--- config.mk ---
export PLATFORM = sky130hd
export DESIGN_NAME = saida_display_bcd
export DESIGN_NICKNAME = d
export VERILOG_FILES = /design/src/rtl/saida_display_bcd.sv
export SDC_FILE = /design/constraint.sdc
export NUM_CORES = 1
export LEC_CHECK = 0
export BUFFER_PORTS_ARGS = -buffer_cell sky130_fd_sc_hd__buf_2
export CORE_ASPECT_RATIO = 0.7
export CORE_UTILIZATION = 26
export DETAILED_ROUTE_END_ITERATION = 12
export SYNTH_ARGS = -nofsm -noshare
export SYNTH_HDL_FRONTEND = slang
export SYNTH_SLANG_ARGS = --single-unit
--- constraint.sdc ---
create_clock -name clock -period 3.6 [get_ports clock]
set_input_delay 0.54 -clock clock [delete_from_list [all_inputs] [get_ports clock]]
set_output_delay 0.54 -clock clock [all_outputs]
set_load 0.01 [all_outputs]
--- src/rtl/saida_display_bcd.sv ---
// Output stage: converts the captured ALU result to signed decimal and drives
// four active-low 7-segment displays through a sequential double-dabble engine.
module saida_display_bcd #(
  parameter int MAG_W = 14
) (
  input  logic        clock,
  input  logic        reset_n,
  input  logic        out_valid,
  input  logic [31:0] result_ULA,
  output logic [6:0]  Display1,
  output logic [6:0]  Display2,
  output logic [6:0]  Display3,
  output logic [6:0]  Display4,
  output logic        busy,
  output logic        overflow
);

  localparam int BCD_W = 16;
  localparam int SH_W  = BCD_W + MAG_W;
  localparam logic [3:0] CNT_LOAD = 4'(MAG_W);

  localparam logic [6:0] SEG_BLANK = 7'b1111111;
  localparam logic [6:0] SEG_MINUS = 7'b0111111;
  localparam logic [6:0] SEG_E     = 7'b0000110;
  localparam logic [6:0] SEG_ZERO  = 7'b1000000;

  typedef enum logic [1:0] {
    IDLE    = 2'd0,
    CONVERT = 2'd1,
    DONE    = 2'd2
  } state_t;

  state_t            state_r;
  logic [SH_W-1:0]   shiftReg_r;
  logic [3:0]        bitCnt_r;
  logic              sign_r;
  logic              ovf_r;
  logic [31:0]       pending_r;
  logic              pendValid_r;

  logic [31:0]       capSrc_s;
  logic [31:0]       capMag_s;
  logic              capOvf_s;
  logic [SH_W-1:0]   capLoad_s;
  logic [BCD_W-1:0]  bcdAdj_s;
  logic [SH_W-1:0]   shiftNext_s;
  logic [3:0]        dig0_s, dig1_s, dig2_s, dig3_s;
  logic [6:0]        disp1Next_s, disp2Next_s, disp3Next_s, disp4Next_s;

  function automatic logic [6:0] segOf(input logic [3:0] digit);
    logic [6:0] seg;
    case (digit)
      4'd0:    seg = 7'b1000000;
      4'd1:    seg = 7'b1111001;
      4'd2:    seg = 7'b0100100;
      4'd3:    seg = 7'b0110000;
      4'd4:    seg = 7'b0011001;
      4'd5:    seg = 7'b0010010;
      4'd6:    seg = 7'b0000010;
      4'd7:    seg = 7'b1111000;
      4'd8:    seg = 7'b0000000;
      4'd9:    seg = 7'b0010000;
      default: seg = 7'b1111111;
    endcase
    return seg;
  endfunction

  function automatic logic [BCD_W-1:0] addThree(input logic [BCD_W-1:0] bcd);
    logic [BCD_W-1:0] res;
    res = bcd;
    for (int i = 0; i < BCD_W / 4; i++) begin
      if (bcd[4*i +: 4] >= 4'd5) begin
        res[4*i +: 4] = bcd[4*i +: 4] + 4'd3;
      end
    end
    return res;
  endfunction

  // Capture source: DONE without a live request restarts from the pending buffer
  always_comb begin
    capSrc_s = result_ULA;
    if ((state_r == DONE) && !out_valid) begin
      capSrc_s = pending_r;
    end else begin
      capSrc_s = result_ULA;
    end
    capMag_s  = capSrc_s[31] ? (32'd0 - capSrc_s) : capSrc_s;
    // Unsigned compare also flags -2^31, whose magnitude stays 0x80000000
    capOvf_s  = capSrc_s[31] ? (capMag_s > 32'd999) : (capMag_s > 32'd9999);
    capLoad_s = {{BCD_W{1'b0}}, capMag_s[MAG_W-1:0]};
  end

  // One double-dabble step: correct every BCD nibble, then shift left
  always_comb begin
    bcdAdj_s    = addThree(shiftReg_r[SH_W-1:MAG_W]);
    shiftNext_s = {bcdAdj_s[BCD_W-2:0], shiftReg_r[MAG_W-1:0], 1'b0};
  end

  assign dig0_s = shiftReg_r[MAG_W +: 4];
  assign dig1_s = shiftReg_r[MAG_W+4 +: 4];
  assign dig2_s = shiftReg_r[MAG_W+8 +: 4];
  assign dig3_s = shiftReg_r[MAG_W+12 +: 4];

  // Display patterns with sign, overflow and leading-zero blanking
  always_comb begin
    disp1Next_s = segOf(dig0_s);
    disp2Next_s = SEG_BLANK;
    disp3Next_s = SEG_BLANK;
    disp4Next_s = SEG_BLANK;
    if (ovf_r) begin
      disp1Next_s = SEG_BLANK;
      disp2Next_s = SEG_BLANK;
      disp3Next_s = SEG_BLANK;
      disp4Next_s = SEG_E;
    end else if (sign_r) begin
      disp4Next_s = SEG_MINUS;
      disp3Next_s = (dig2_s == 4'd0) ? SEG_BLANK : segOf(dig2_s);
      disp2Next_s = ((dig2_s == 4'd0) && (dig1_s == 4'd0)) ? SEG_BLANK : segOf(dig1_s);
    end else begin
      disp4Next_s = (dig3_s == 4'd0) ? SEG_BLANK : segOf(dig3_s);
      disp3Next_s = ((dig3_s == 4'd0) && (dig2_s == 4'd0)) ? SEG_BLANK : segOf(dig2_s);
      disp2Next_s = ((dig3_s == 4'd0) && (dig2_s == 4'd0) && (dig1_s == 4'd0))
                    ? SEG_BLANK : segOf(dig1_s);
    end
  end

  // Conversion FSM with pending buffer and registered outputs
  always_ff @(posedge clock or negedge reset_n) begin
    if (!reset_n) begin
      state_r     <= IDLE;
      shiftReg_r  <= {SH_W{1'b0}};
      bitCnt_r    <= 4'd0;
      sign_r      <= 1'b0;
      ovf_r       <= 1'b0;
      pending_r   <= 32'd0;
      pendValid_r <= 1'b0;
      busy        <= 1'b0;
      overflow    <= 1'b0;
      Display1    <= SEG_ZERO;
      Display2    <= SEG_BLANK;
      Display3    <= SEG_BLANK;
      Display4    <= SEG_BLANK;
    end else begin
      case (state_r)
        IDLE: begin
          if (out_valid) begin
            shiftReg_r <= capLoad_s;
            sign_r     <= capSrc_s[31];
            ovf_r      <= capOvf_s;
            bitCnt_r   <= CNT_LOAD;
            state_r    <= CONVERT;
            busy       <= 1'b1;
          end else begin
            busy       <= 1'b0;
          end
        end
        CONVERT: begin
          shiftReg_r <= shiftNext_s;
          bitCnt_r   <= bitCnt_r - 4'd1;
          if (bitCnt_r == 4'd1) begin
            state_r <= DONE;
          end
          if (out_valid) begin
            pending_r   <= result_ULA;
            pendValid_r <= 1'b1;
          end
        end
        DONE: begin
          Display1 <= disp1Next_s;
          Display2 <= disp2Next_s;
          Display3 <= disp3Next_s;
          Display4 <= disp4Next_s;
          overflow <= ovf_r;
          // A live request wins over, and discards, the pending value
          if (out_valid || pendValid_r) begin
            shiftReg_r  <= capLoad_s;
            sign_r      <= capSrc_s[31];
            ovf_r       <= capOvf_s;
            bitCnt_r    <= CNT_LOAD;
            pendValid_r <= 1'b0;
            state_r     <= CONVERT;
            busy        <= 1'b1;
          end else begin
            state_r     <= IDLE;
            busy        <= 1'b0;
          end
        end
        default: begin
          state_r     <= IDLE;
          pendValid_r <= 1'b0;
          busy        <= 1'b0;
        end
      endcase
    end
  end

endmodule

==> reports/qor.csv <==
stage,metric,value,unit
outcome,status,completed,
detailed_routing,viasPerCell,5.16,
sta,post-route-period-util,91.1,%
yosys,synth_ff_type,dfrtp_1,
detailed_routing,routed_wl,19100,µm
finish,final_nets,849,
setup_path,worst_setup_path_end_kind,flip-flop,
setup_path,r2r_cells,11,
global_routing,use_met1,24.3,%
yosys,yosysTopAreaCell,dfrtp_1,
yosys,synth_enable_flop_cells,0,
global_routing,grt_use_total,15.1,%
detailed_routing,vias,5788,
clock_tree,h-tree-depth,3,
clock_tree,clock_path_buffers,2,
detailed_routing,wire_per_inst,17.1,µm
global_routing,gr-total-overflow,0,
yosys,ys_seq_area_share,38.8,%
placement,io_buffers,64,
yosys,synth_cell_types,66,
run,cap_viol_max_count,0,
clock_tree,cts_tree,built,
yosys,synth_top_family_by_area,compound AO/OA/AOI/OAI gates,
pwr,intPower,0.00316,W
global_routing,grt_pass1_vias,5465,
yosys,syn_nets,797,
sta,slew_headroom,33.6,%
sta,worst-slew-pin-transition,996,ps
clock_tree,cts_made_buffers,9,
setup_path,crit_chain,or3b_2 -> mux2i_1 -> ha_2 -> nand2b_1 -> nor4b_4 -> or2_1 -> and3_1 -> a31oi_1 -> a2111oi_1 -> and4bb_1 -> o22ai_2,
setup_path,path_class,flip-flop to flip-flop,
finish,area_growth,16.1,%
yosys,netlist_area,0.00658,mm²
setup_path,cp.arrival,3510,ps
yosys,async_flop_share,100,%
global_routing,antenna_found_initial,0,
placement,place_inst,1105,
global_routing,met2_usage,19.8,%
pwr,p_leak,3.28,nW
clock_tree,root_buffer,clkbuf_16,
global_routing,grt.busiest_layer,met1,
die,die_y,135,µm
sta,rsz0062_at_grt,false,
worst_hold_path,hold_class,input port to async pin,
sta,hold_viol,0,
yosys,synth-xor-area-share,3.33,%
pwr,p_switching,0.00217,W
sta,fin_worst_skew,9.90,ps
global_routing,grt_util_met3,3.16,%
setup_path,reg2reg_to,ovf_r,
pwr,switching_share,40.7,%
yosys,postSynthCellCount,739,
finish,fin_cells,1121,
detailed_routing,dr.pass1.iters,4,
setup_path,r2r_slack,320,ps
setup_path,required,3830,ps
finish,drive_gt1_share,21.4,%
pwr,p_per_area,697,mW/mm²
pwr,comb_power_share,39.9,%
yosys,synthTopCellsByArea,"dfrtp_1 (30%), dfstp_2 (8.8%), mux2_2 (5.8%), o21ai_0 (4.9%), mux2i_1 (4.6%)",
detailed_routing,detail-route-antenna-nets,0,
die,coreArea,0.0247,mm²
setup_path,crit_buf_inv,0,
die,fp.dieArea,0.0260,mm²
yosys,avgSynthCellArea,8.91,µm²
finish,fillCellCount,2640,
pwr,seqPwrFrac,42.0,%
yosys,synth_simple_gate_area_share,19.5,%
die,initial_core_util,26.6,%
sta,max_freq,305,MHz
clock_tree,cts_hold_buf,0,
setup_path,cpMaxStageDelayCell,or3b_2,
sta,tns,0,ps
die,rows,48,
yosys,synthMuxAreaShare,10.4,%
clock_tree,insertion_delay,350,ps
yosys,synth_top_area_share,30.0,%
detailed_routing,drtIter0Drc,369,
clock_tree,clock-sinks,101,
pwr,clkPwrFrac,18.1,%
placement,hpwl,14200,µm
setup_path,r2r_start,state_r[0],
setup_path,startpoint_type,flip-flop,
yosys,yosys_warnings,0,
setup_path,worstPathMaxFanout,4,
setup_path,slowest_delay,550,ps
die,die_x,192,µm
sta,setup_viol,0,
clock_tree,clk_pin_slew,70,ps
global_routing,grt_max_degree,52,
finish,antenna_cells,0,
sta,drv_slew,0,
yosys,synth_compound_area_share,19.6,%
setup_path,crit_family,simple AND/OR/NAND/NOR gates,
pwr,peakVddDrop,300,µV
die,ios,65,
detailed_routing,drc,0,
sta,period_needed,3280,ps
yosys,ys_ff_latch,101,
global_routing,grt_first_pass_wirelength,30700,µm
placement,gp_congestion,0.925,
yosys,synth_adder_area_share,4.37,%
logic make-up after synthesis:
family                   Yosys count
AND/OR/NAND/NOR                  256
AO/OA/AOI/OAI                    205
flip-flops                       101
buffers and inverters             65
multiplexers                      64
XOR/XNOR                          25
adder cells (fa/ha/maj)           23
timing repair:
item / 4_1_cts / 5_1_grt
buffers inserted: 0 / 0
gates resized for setup: 0 / 2
hold endpoints to repair: 0 / 0
endpoints found under the setup margin: 0 / 1
area by class of cell:
| class | instances | area [µm²] | area share [%] |
|---|---|---|---|
| sequential | 101 | 2550 | 33.4 |
| tap | 325 | 407 | 5.32 |
| clock inverter | 2 | 16.3 | 0.213 |
| timing repair buffer | 86 | 526 | 6.87 |
| clock buffer | 14 | 274 | 3.58 |
| multi-input combinational | 573 | 3790 | 49.6 |
| inverter | 20 | 75.1 | 0.982 |
Yosys cell counts (2+ instances only):
cell type and instances:
a21o_1 5, xnor2_1 14, a22oi_1 15, a21oi_1 48, a2111oi_0 5, nand4b_1 2
nor2b_1 5, and3_1 4, a211oi_1 6, nor3b_1 6, buf_6 2, o31ai_1 5
and2_1 2, o211ai_1 5, inv_1 20, mux2_2 34, ha_1 23, nand2b_1 9
buf_2 6, dfstp_2 22, xor2_1 11, or3_1 7, mux2i_1 30, nor2_1 80
clkbuf_1 36, a311oi_1 2, o22ai_1 9, a22o_1 4, o41ai_1 4, or4_1 14
o221ai_1 2, dfrtp_1 79, a31oi_1 10, o21ai_0 64, or2_1 2, nand2_1 63
nor4_1 14, nand3_1 17, nand3b_1 2, o22a_1 9, nor3_1 15, a21boi_0 2
nor4b_1 2
power by group through the flow:
stage	logic, W	clock network (W)	registers (W)
final	0.00212	0.000967	0.00224
after global placement	0.00209	0	0.00223
after detailed placement	0.00213	0	0.00224
after CTS	0.00214	0.00101	0.00222
after floorplan	0.00163	0	0.00207
after global routing	0.00242	0.00104	0.00232
metal layers:
layer / routed length, µm / part of all wire (%)
met5: 0 / 0
met4: 183 / 0.96
met3: 1100 / 5.7
met2: 7390 / 39
met1: 10500 / 55
metrics by stage:
stage                     setup WS, ps  total power [W]  hold slack [ps]  area (µm²)  util, %
after floorplan                   10.3          0.00370              244        6630        -
after global placement           0.389          0.00432              459        7340     29.7
after detailed placement          9.54          0.00437              464        7340     29.7
after CTS                          242          0.00537              249        7630     30.9
after global routing              15.8          0.00578              281        7640     30.9
final                              320          0.00533              230        7640     30.9
registers in the layout (all words and copies together) (netlist names), 2 cells and up:
signal      flops
Display4        7
shiftReg_r     30
state_r         2
Display3        7
bitCnt_r        4
pending_r      32
Display2        7
Display1        7
layout by cell type (no fill, tap or decap), drive strengths merged, types with 5 or more instances in the layout:
cell type  instances
nand2             63
buf               86
a2111oi            5
clkbuf            14
nor4              14
dfstp             22
mux2              34
a21oi             48
a211oi             6
o31ai              5
a31oi             10
a21o               5
o21ai             64
dfrtp             79
o211ai             5
o22a               9
or4               14
o22ai             10
inv               20
xnor2             14
xor2              11
nor2              80
ha                23
nor3b              7
nand2b             9
or3                8
nor2b              5
a22oi             16
mux2i             30
nand3             17
nor3              16
worst max-delay path by stage:
stage | from | to | slack, ps | depth (start not counted)
2_1_floorplan | out_valid | ovf_r | 10 | 16
3_3_place_gp | out_valid | ovf_r | 0.4 | 12
3_5_place_dp | out_valid | ovf_r | 10 | 12
4_1_cts | state_r[0] | ovf_r | 240 | 11
5_1_grt | state_r[0] | ovf_r | 20 | 11
6_report | state_r[0] | ovf_r | 320 | 11
No activity file was read; power rests on OpenSTA's default activity.
